==> src/rtl/uart_rx_ctrl_pkg.sv <==
// Shared types and constants for the UART receive controller and its bit sampler.
// Used by uart_rx_ctrl (optional error counters under UART_RX_CTRL_ERR_CNT_EN) and uart_rx_sampler.
package uart_rx_ctrl_pkg;

    typedef enum logic [2:0] {
        IDLE,
        START,
        DATA,
        PARITY,
        STOP
    } rx_state_e;

    localparam int MIN_PRESCALE = 4;

    // Three votes are taken around mid-bit: one before, at, and after P/2.
    localparam int NUM_TAPS        = 3;
    localparam int SAMPLE_OFS_PRE  = -1;
    localparam int SAMPLE_OFS_MID  = 0;
    localparam int SAMPLE_OFS_POST = 1;

    function automatic int sample_ofs(input int tap);
        case (tap)
            0:       return SAMPLE_OFS_PRE;
            1:       return SAMPLE_OFS_MID;
            default: return SAMPLE_OFS_POST;
        endcase
    endfunction

    function automatic logic majority3(input logic a, input logic b, input logic c);
        return (a & b) | (a & c) | (b & c);
    endfunction

endpackage

==> src/rtl/uart_rx_sampler.sv <==
// Majority-of-three mid-bit sampler: votes at P/2-1, P/2, P/2+1, resolved on the last tap
// and held for the rest of the bit.
module uart_rx_sampler
    import uart_rx_ctrl_pkg::*;
#(
    parameter int PRESCALE_WIDTH = 6
) (
    input  logic                      clk,
    input  logic                      srst,
    input  logic [PRESCALE_WIDTH-1:0] edge_cnt,
    input  logic [PRESCALE_WIDTH-1:0] prescale,
    input  logic                      rx_in,
    output logic                      sampled_bit
);

    logic [PRESCALE_WIDTH-1:0] half_p;
    logic [NUM_TAPS-1:0]       tap_hit;
    logic [1:0]                vote_q, vote_d;
    logic                      bit_q, bit_d;
    logic                      vote_now;

    assign half_p = prescale >> 1;

    for (genvar gi = 0; gi < NUM_TAPS; gi++) begin : g_tap
        assign tap_hit[gi] = (int'(edge_cnt) == int'(half_p) + sample_ofs(gi));
    end

    assign vote_now = majority3(vote_q[0], vote_q[1], rx_in);

    always_comb begin
        vote_d = vote_q;
        bit_d  = bit_q;
        if (tap_hit[0]) vote_d[0] = rx_in;
        if (tap_hit[1]) vote_d[1] = rx_in;
        if (tap_hit[2]) bit_d = vote_now;
    end

    always_ff @(posedge clk) begin
        if (srst) begin
            vote_q <= 2'b11;
            bit_q  <= 1'b1;
        end else begin
            vote_q <= vote_d;
            bit_q  <= bit_d;
        end
    end

    // The resolving tap can coincide with the last edge of the bit (P=4), so bypass the hold flop.
    assign sampled_bit = tap_hit[2] ? vote_now : bit_q;

endmodule

==> src/rtl/uart_rx_ctrl.sv <==
// UART receive frame controller: start qualification, LSB-first deserialisation, optional parity
// and stop check. Define UART_RX_CTRL_ERR_CNT_EN to add saturating parity/stop error counters.
module uart_rx_ctrl
    import uart_rx_ctrl_pkg::*;
#(
    parameter int DATA_WIDTH     = 8,
    parameter int PRESCALE_WIDTH = 6
) (
    input  logic                      CLK,
    input  logic                      RST,
    input  logic                      RX_IN,
    input  logic [PRESCALE_WIDTH-1:0] Prescale,
    input  logic                      PAR_EN,
    input  logic                      PAR_TYP,
    output logic [DATA_WIDTH-1:0]     P_DATA,
    output logic                      data_valid,
    output logic                      par_err,
    output logic                      stp_err
`ifdef UART_RX_CTRL_ERR_CNT_EN
    ,
    output logic [7:0]                par_err_cnt,
    output logic [7:0]                stp_err_cnt
`endif
);

    localparam int BIT_CNT_W = (DATA_WIDTH > 1) ? $clog2(DATA_WIDTH) : 1;

    rx_state_e                 state_q, state_d;
    logic [PRESCALE_WIDTH-1:0] edge_cnt_q, edge_cnt_d;
    logic [BIT_CNT_W-1:0]      bit_cnt_q, bit_cnt_d;
    logic [DATA_WIDTH-1:0]     shift_q, shift_d;
    logic [DATA_WIDTH-1:0]     p_data_q, p_data_d;
    logic [PRESCALE_WIDTH-1:0] prescale_q, prescale_d;
    logic                      par_en_q, par_en_d;
    logic                      par_typ_q, par_typ_d;
    logic                      par_bad_q, par_bad_d;

    logic sampled_bit;
    logic last_edge;
    logic prescale_ok;

    uart_rx_sampler #(
        .PRESCALE_WIDTH(PRESCALE_WIDTH)
    ) u_sampler (
        .clk        (CLK),
        .srst       (RST),
        .edge_cnt   (edge_cnt_q),
        .prescale   (prescale_q),
        .rx_in      (RX_IN),
        .sampled_bit(sampled_bit)
    );

    assign last_edge   = (edge_cnt_q == prescale_q - PRESCALE_WIDTH'(1));
    assign prescale_ok = (Prescale >= PRESCALE_WIDTH'(MIN_PRESCALE)) && !Prescale[0];

    always_comb begin
        state_d    = state_q;
        edge_cnt_d = last_edge ? '0 : edge_cnt_q + PRESCALE_WIDTH'(1);
        bit_cnt_d  = bit_cnt_q;
        shift_d    = shift_q;
        p_data_d   = p_data_q;
        prescale_d = prescale_q;
        par_en_d   = par_en_q;
        par_typ_d  = par_typ_q;
        par_bad_d  = par_bad_q;
        data_valid = 1'b0;
        par_err    = 1'b0;
        stp_err    = 1'b0;

        case (state_q)
            IDLE: begin
                edge_cnt_d = '0;
                // The detect cycle is edge 0, so the start bit continues from edge 1.
                if (!RX_IN && prescale_ok) begin
                    state_d    = START;
                    edge_cnt_d = PRESCALE_WIDTH'(1);
                    bit_cnt_d  = '0;
                    prescale_d = Prescale;
                    par_en_d   = PAR_EN;
                    par_typ_d  = PAR_TYP;
                    par_bad_d  = 1'b0;
                end
            end
            START: begin
                if (last_edge) state_d = sampled_bit ? IDLE : DATA;
            end
            DATA: begin
                if (last_edge) begin
                    shift_d[bit_cnt_q] = sampled_bit;
                    if (bit_cnt_q == BIT_CNT_W'(DATA_WIDTH - 1)) begin
                        bit_cnt_d = '0;
                        state_d   = par_en_q ? PARITY : STOP;
                    end else begin
                        bit_cnt_d = bit_cnt_q + BIT_CNT_W'(1);
                    end
                end
            end
            PARITY: begin
                if (last_edge) begin
                    par_bad_d = sampled_bit ^ (^shift_q) ^ par_typ_q;
                    state_d   = STOP;
                end
            end
            STOP: begin
                if (last_edge) begin
                    state_d = IDLE;
                    stp_err = !sampled_bit;
                    par_err = par_bad_q;
                    if (sampled_bit && !par_bad_q) begin
                        data_valid = 1'b1;
                        p_data_d   = shift_q;
                    end
                end
            end
            default: begin
                state_d    = IDLE;
                edge_cnt_d = '0;
            end
        endcase
    end

    always_ff @(posedge CLK) begin
        if (RST) begin
            state_q    <= IDLE;
            edge_cnt_q <= '0;
            bit_cnt_q  <= '0;
            shift_q    <= '0;
            p_data_q   <= '0;
            prescale_q <= '0;
            par_en_q   <= 1'b0;
            par_typ_q  <= 1'b0;
            par_bad_q  <= 1'b0;
        end else begin
            state_q    <= state_d;
            edge_cnt_q <= edge_cnt_d;
            bit_cnt_q  <= bit_cnt_d;
            shift_q    <= shift_d;
            p_data_q   <= p_data_d;
            prescale_q <= prescale_d;
            par_en_q   <= par_en_d;
            par_typ_q  <= par_typ_d;
            par_bad_q  <= par_bad_d;
        end
    end

    // The new word is visible in the same cycle as its data_valid pulse, then held.
    assign P_DATA = data_valid ? shift_q : p_data_q;

`ifdef UART_RX_CTRL_ERR_CNT_EN
    logic [7:0] par_err_cnt_q, par_err_cnt_d;
    logic [7:0] stp_err_cnt_q, stp_err_cnt_d;

    always_comb begin
        par_err_cnt_d = par_err_cnt_q;
        stp_err_cnt_d = stp_err_cnt_q;
        if (par_err && par_err_cnt_q != 8'hFF) par_err_cnt_d = par_err_cnt_q + 8'd1;
        if (stp_err && stp_err_cnt_q != 8'hFF) stp_err_cnt_d = stp_err_cnt_q + 8'd1;
    end

    always_ff @(posedge CLK) begin
        if (RST) begin
            par_err_cnt_q <= '0;
            stp_err_cnt_q <= '0;
        end else begin
            par_err_cnt_q <= par_err_cnt_d;
            stp_err_cnt_q <= stp_err_cnt_d;
        end
    end

    assign par_err_cnt = par_err_cnt_q;
    assign stp_err_cnt = stp_err_cnt_q;
`endif

endmodule

==> config.mk <==
export PLATFORM = sky130hd
export DESIGN_NAME = uart_rx_ctrl
export DESIGN_NICKNAME = d
export VERILOG_FILES = /design/src/rtl/uart_rx_ctrl_pkg.sv /design/src/rtl/uart_rx_sampler.sv /design/src/rtl/uart_rx_ctrl.sv
export SDC_FILE = /design/constraint.sdc
export NUM_CORES = 1
export LEC_CHECK = 0
export CAP_MARGIN = 20
export CORE_UTILIZATION = 60
export DETAILED_ROUTE_END_ITERATION = 10
export PLACE_DENSITY = 0.8
export RECOVER_POWER = 100
export SLEW_MARGIN = 30
export SYNTH_ARGS = -nofsm -noshare
export SYNTH_HDL_FRONTEND = slang
export SYNTH_SLANG_ARGS = --single-unit
export TNS_END_PERCENT = 20
==> constraint.sdc <==
create_clock -name CLK -period 8.2 [get_ports CLK]
set_input_delay 1.23 -clock CLK [delete_from_list [all_inputs] [get_ports CLK]]
set_output_delay 1.23 -clock CLK [all_outputs]
set_load 0.005 [all_outputs]
==> results of run 1 <==
-- power breakdown --
group	internal, mW	total [mW]	leakage [nW]	switching (mW)
logic	0.0874	0.191	0.754	0.103
registers	0.210	0.237	0.324	0.0270
clock network	0.107	0.176	0.0645	0.0691
total	0.404	0.604	1.14	0.199
-- worst max path at each step --
stage	from	to	slack, ns	depth (start not counted)
after floorplan	RX_IN	P_DATA[0]	4.24	6
after global placement	RX_IN	P_DATA[4]	2.90	7
after detailed placement	RX_IN	P_DATA[3]	2.88	7
after CTS	RX_IN	P_DATA[6]	2.86	7
after global routing	prescale_q[2]	P_DATA[6]	2.28	10
final	RX_IN	P_DATA[3]	2.59	7
-- final cells by class --
class / count / area, µm²
multi-input cells: 213 / 1620
fillers: 335 / 1170
flip-flops and latches: 40 / 801
repair buffers: 23 / 221
clock buffers: 7 / 96.3
well taps: 50 / 62.6
clock inverters: 1 / 30.0
inverters: 7 / 27.5
-- metal layers --
metal	vias up	share of wire, %	GRT usage (%)
li1	990	-	-
met1	951	49	35.3
met5	-	0	0
met3	6	4.1	5.57
met4	0	1.2	7.98
met2	44	46	39.4
-- cell families after synthesis --
group,after synthesis,synth area share (%)
flops,40,31.4
simple gates,108,23.9
xor+xnor,32,11.3
buf+inv,20,3.92
compound gates,32,9.32
fa+ha+maj,7,3.43
mux,34,16.7
-- through the flow --
step / total power [mW] / setup slack [ns] / std cells / instance area (µm²) / utilization (%)
2_1_floorplan: 0.388 / 4.24 / 273 / 2550 / -
3_3_place_gp: 0.423 / 2.90 / 333 / 2780 / 69.0
3_5_place_dp: 0.429 / 2.88 / 333 / 2780 / 69.0
4_1_cts: 0.605 / 2.86 / 341 / 2910 / 72.1
5_1_grt: 0.636 / 2.28 / 341 / 2860 / 70.9
6_report: 0.604 / 2.59 / 341 / 2860 / 70.9
-- placed cells by master (no fill, tap or decap), types with 3 or more instances in the layout --
master and count:
dfxtp_1 40, nor2b_1 17, mux2_2 5, nor2_1 24, o21ai_0 4, nand2b_1 5
mux2_1 10, nand3b_1 3, ha_1 7, mux2i_1 13, nand3_1 6, and3_1 3
nor3_1 9, mux2_4 6, a21oi_1 7, clkdlybuf4s50_1 12, inv_1 6, a2111o_1 3
nand4b_1 3, dlygate4sd3_1 9, o41ai_1 4, xor2_1 9, nand2_1 18, clkbuf_8 7
xnor2_1 22
-- state kept, by name, summed over array words and instances (netlist names) --
signal	cells
par_typ_q	1
prescale_q	6
state_q	3
par_bad_q	1
edge_cnt_q	6
par_en_q	1
u_sampler.vote_q	2
shift_q	8
u_sampler.bit_q	1
p_data_q	8
bit_cnt_q	3
-- worst reg2reg max path, delay by kind of cell (launching register included) --
family / cells / cell delay, ns
and+or+nand+nor: 3 / 1.01
AOI/OAI and AO/OA: 1 / 0.64
xor gates and xnor gates: 1 / 0.17
muxes: 1 / 0.37
DFF: 1 / 0.55
adders and majority gates: 1 / 0.24
buffers and inverters: 1 / 0.12
==> run_results.csv, run 1 <==
group,metric,value,unit
hold_path,whs_endpoint,"u_sampler.vote_q[0]",
route,num_vias,1991,
timing,setup_total_negative_slack,0,ns
setup_path,path_buf_inv,3,
timing,relSlewSlack,-5.49,%
yosys,avgSynthCellArea,9.35,µm²
setup_path,endpoint_kind,"primary output",
global_route,grt_max_degree,38,
flow_run,cap_violations,1,
route,ant_nets,0,
setup_path,cp_slowest_cell,"a2111o_1",
status,status,"finished with violations",
setup_path,path_max_fanout,9,
yosys,synthesis.nets,291,
yosys,ys_ff_latch,40,
floorplanning,coreArea,4030,µm²
setup_path,cp-start-kind,"input port",
floorplanning,io_pins,22,
hold_path,worstHoldStart,"u_sampler.vote_q[0]",
global_route,grt-ovfl-total,0,
placement,place_congestion,0.856,
yosys,synth_ff_type,"dfxtp_1",
global_route,grt.total_usage,25.6,%
global_route,grt_pass1_vias,1764,
setup_path,worstSetupPathType,"in2out",
timing,period_needed,5.61,ns
setup_path,reg2regPathDepth,8,
setup_path,crit_family,"buffers and inverters",
route,wl,5.19,mm
placement,place_hpwl,3.73,mm
timing,finalSetupViolations,0,
clock_network,tritoncts,"done",
setup_path,r2r-end,"p_data_q[0]",
yosys,synth-seq-area-share,31.4,%
yosys,synth_edf_count,0,
power_and_ir_drop,ir_worst_vdd,0.195,mV
timing,hold_viol_final,0,
cells_and_area,synthToLayoutAreaGrowth,12.0,%
yosys,synth.distinct_cells,51,
cells_and_area,antenna_cells,0,
floorplanning,die_h,67.2,µm
global_route,grt_pass1_wl,8.51,mm
clock_network,clk_latency,0.30,ns
route,first_iter_violations,117,
setup_path,crit_top_cell,"a2111o_1",
status,violations,"capacitance limit, slew limit",
clock_network,cts_buffer_depth,2,
clock_network,path_clk_slew,0.07,ns
power_and_ir_drop,leakagePower,1.14,nW
setup_path,required,6.97,ns
clock_network,root_buffer,"clkbuf_8",
hold_path,hp-class,"reg2reg",
clock_network,hold_buffers,0,
route,first_pass_iters,4,
power_and_ir_drop,power_density,211,nW/µm²
clock_network,cts_resized,0,
setup_path,critPathMaxStageDelay,0.62,ns
yosys,yosys_warnings,0,
yosys,yosys.area.top_type,"dfxtp_1",
clock_network,cts_setup_buffers,0,
clock_network,cts_made_buffers,5,
route,drc_errors,0,
timing,max_freq,178,MHz
route,routedWlPerCell,15.2,µm
cells_and_area,final_nets,308,
yosys,yosys-top-cells-count,"dfxtp_1 (40), nor2_1 (24), xnor2_1 (22), nand2_1 (18), nor2b_1 (17)",
setup_path,r2r_slack,4.99,ns
clock_network,numClockSinks,40,
setup_path,cp_cell_sequence,"clkdlybuf4s50_1, o21ai_0, a2111o_1, a2111o_1, clkinvlp_2, mux2_4, dlygate4sd3_1",
floorplanning,die_x,67.2,µm
yosys,synth_area_leaders,"dfxtp_1 (31%), mux2_4 (9.4%), xnor2_1 (7.6%), mux2i_1 (5.1%), nor2b_1 (4.2%)",
global_route,antenna_found_initial,0,
yosys,yosys.area.top_type_share,31.4,%
yosys,syn_inst,273,
timing,report.final.slew_viol_count,38,
timing,fin_crit_sh,68.4,%
floorplanning,dieArea,4520,µm²
cells_and_area,drive_above_1_share,11.0,%
setup_path,r2r_start,"prescale_q[2]",
clock_network,htreeDepth,2,
route,via_per_inst,5.84,
floorplanning,initial_core_util,63.3,%
placement,portBuffers,21,
yosys,async_reset_ff_share,0,%
timing,hold-worst-slack,0.502,ns
floorplanning,fp-row-count,23,
timing,rsz0062_at_grt,"false",
yosys,syn_area,2550,µm²
hold_path,hold_depth,2,
timing,worst_slew_pin_slew,1.58,ns
setup_path,critPathArrivalTime,4.38,ns
yosys,synth_most_common_cell,"dfxtp_1",
timing,finClkSkew,0.0116,ns
Power figures use the tool's default switching activity.
==> run 2, diff against run 1 <==
--- a/config.mk
+++ b/config.mk
@@ -6,9 +6,9 @@
 export NUM_CORES = 1
 export LEC_CHECK = 0
 export CAP_MARGIN = 20
-export CORE_UTILIZATION = 60
+export CORE_UTILIZATION = 58
 export DETAILED_ROUTE_END_ITERATION = 10
-export PLACE_DENSITY = 0.8
+export PLACE_DENSITY = 0.78
 export RECOVER_POWER = 100
 export SLEW_MARGIN = 30
 export SYNTH_ARGS = -nofsm -noshare
==> constraint.sdc (replaced) <==
create_clock -name CLK -period 5.3 [get_ports CLK]
set_input_delay 0.795 -clock CLK [delete_from_list [all_inputs] [get_ports CLK]]
set_output_delay 0.795 -clock CLK [all_outputs]
set_load 0.005 [all_outputs]
==> run_results.csv, run 2 (same netlist as run 1, synthesis figures left out) <==
group,metric,value,unit
clock_network,cts_resized,0,
global_route,grt_pass1_wl,8.59,mm
floorplanning,io_pins,22,
timing,period_needed,4.80,ns
cells_and_area,fin_area,2890,µm²
global_route,grt.total_usage,25.3,%
cells_and_area,layout_commonest_cell,"dfxtp_1",
placement,place_ws,0.840,ns
power_and_ir_drop,power_density,329,nW/µm²
timing,fin_crit_sh,90.5,%
cells_and_area,largestRegisters,"p_data_q (8), shift_q (8)",
floorplanning,initial_core_util,62.0,%
cells_and_area,synthToLayoutAreaGrowth,13.2,%
floorplanning,dieArea,4670,µm²
global_route,antenna_found_initial,0,
timing,max_freq,208,MHz
cells_and_area,final_cell_mix,"dfxtp_1 (40), nor2_1 (24), xnor2_1 (22)",
cells_and_area,final_cells,342,
clock_network,cts_made_buffers,5,
setup_path,required,4.51,ns
placement,place_congestion,0.881,
setup_path,worstSetupPathType,"reg2out",
floorplanning,fp-row-count,23,
timing,hold-worst-slack,0.507,ns
flow_run,cap_violations,1,
clock_network,hold_buffers,0,
timing,fin_ws,0.502,ns
clock_network,htreeDepth,2,
clock_network,numClockSinks,40,
setup_path,endpoint_kind,"primary output",
setup_path,cp-start-kind,"flip-flop",
floorplanning,coreArea,4120,µm²
setup_path,path_max_fanout,9,
route,first_iter_violations,95,
clock_network,root_buffer,"clkbuf_8",
power_and_ir_drop,leakagePower,1.14,nW
timing,relSlewSlack,-7.66,%
cells_and_area,antenna_cells,0,
route,via_per_inst,5.83,
route,wl,5.16,mm
placement,place_hpwl,3.79,mm
power_and_ir_drop,ir_worst_vdd,0.225,mV
route,drc_errors,0,
setup_path,critPathArrivalTime,4.00,ns
timing,worst_slew_pin_slew,1.61,ns
global_route,grt-ovfl-total,0,
route,ant_nets,0,
placement,placed_cell_area,2790,µm²
timing,finClkSkew,0.00308,ns
cells_and_area,drive_above_1_share,11.6,%
clock_network,tritoncts,"done",
cells_and_area,final_nets,310,
global_route,grt_max_degree,38,
status,status,"finished with violations",
timing,report.final.slew_viol_count,38,
cells_and_area,fillers,337,
floorplanning,die_h,68.3,µm
timing,setup_total_negative_slack,0,ns
hold_path,hp-class,"reg2reg",
timing,rsz0062_at_grt,"false",
status,violations,"capacitance limit, slew limit",
clock_network,cts_buffer_depth,2,
route,first_pass_iters,4,
floorplanning,die_x,68.3,µm
placement,placed_cells,335,
route,routedWlPerCell,15.1,µm
clock_network,cts_setup_buffers,0,
placement,portBuffers,21,
global_route,grt_pass1_vias,1804,
route,num_vias,1995,
timing,hold_viol_final,0,
clock_network,clk_latency,0.29,ns
clock_network,path_clk_slew,0.07,ns
timing,finalSetupViolations,0,
==> run 2: cell count changes in the layout (fill, tap and decap cells not counted), sizes merged <==
cell / before / now
buf: 1 / 2
bufinv: 1 / 2
clkbuf: 8 / 7
clkdlybuf4s50: 12 / 18
clkinvlp: 1 / 0
dlygate4sd3: 9 / 3
inv: 6 / 7
==> run 2: worst paths after layout <==
| check | from | to | slack [ns] | cells past startpoint |
|---|---|---|---|---|
| hold reg to reg | u_sampler.vote_q[0] | u_sampler.vote_q[0] | 0.51 | 2 |
| setup / recovery | prescale_q[2] | P_DATA[0] | 0.50 | 11 |
| hold / removal | u_sampler.vote_q[0] | u_sampler.vote_q[0] | 0.51 | 2 |
| setup reg to reg | prescale_q[2] | p_data_q[6] | 2.02 | 9 |
==> run 2: stage by stage <==
stage | power [mW] | util [%]
after floorplan | 0.601 | -
after global placement | 0.656 | 67.9
after detailed placement | 0.663 | 67.9
after CTS | 0.956 | 71.0
after global routing | 1.00 | 70.2
final | 0.952 | 70.2
==> run 2: cell type report <==
class	instances	area [µm²]	area share [%]
clock buffer	5	68.8	2.38
clock inverter	2	60.1	2.08
inverter	7	33.8	1.17
multi-input combinational	213	1630	56.4
sequential	40	801	27.7
tap	50	62.6	2.17
timing repair buffer	25	233	8.06
==> run 2: power by group <==
part	total, mW	switching (mW)	internal (mW)
clock network	0.290	0.104	0.185
registers	0.367	0.0423	0.324
logic	0.295	0.159	0.137
==> run 2: worst max-delay path: stages (launching register included) <==
cell,delay (ns)
dfxtp_1,0.53
inv_1,0.12
ha_1,0.23
nor4b_4,0.14
xnor2_1,0.17
nor4_4,0.28
clkbuf_1,0.34
nand2_1,0.26
a2111o_1,0.69
inv_8,0.20
mux2_4,0.31
clkdlybuf4s50_1,0.44
==> run 2: per-layer routing <==
metal  vias to the layer above  part of all wire [%]  track usage (%)
met5                         -                     0                0
met3                         9                   4.9             6.00
li1                        992                     -                -
met2                        50                    45             38.4
met4                         0                   1.6             8.85
met1                       944                    48             34.5
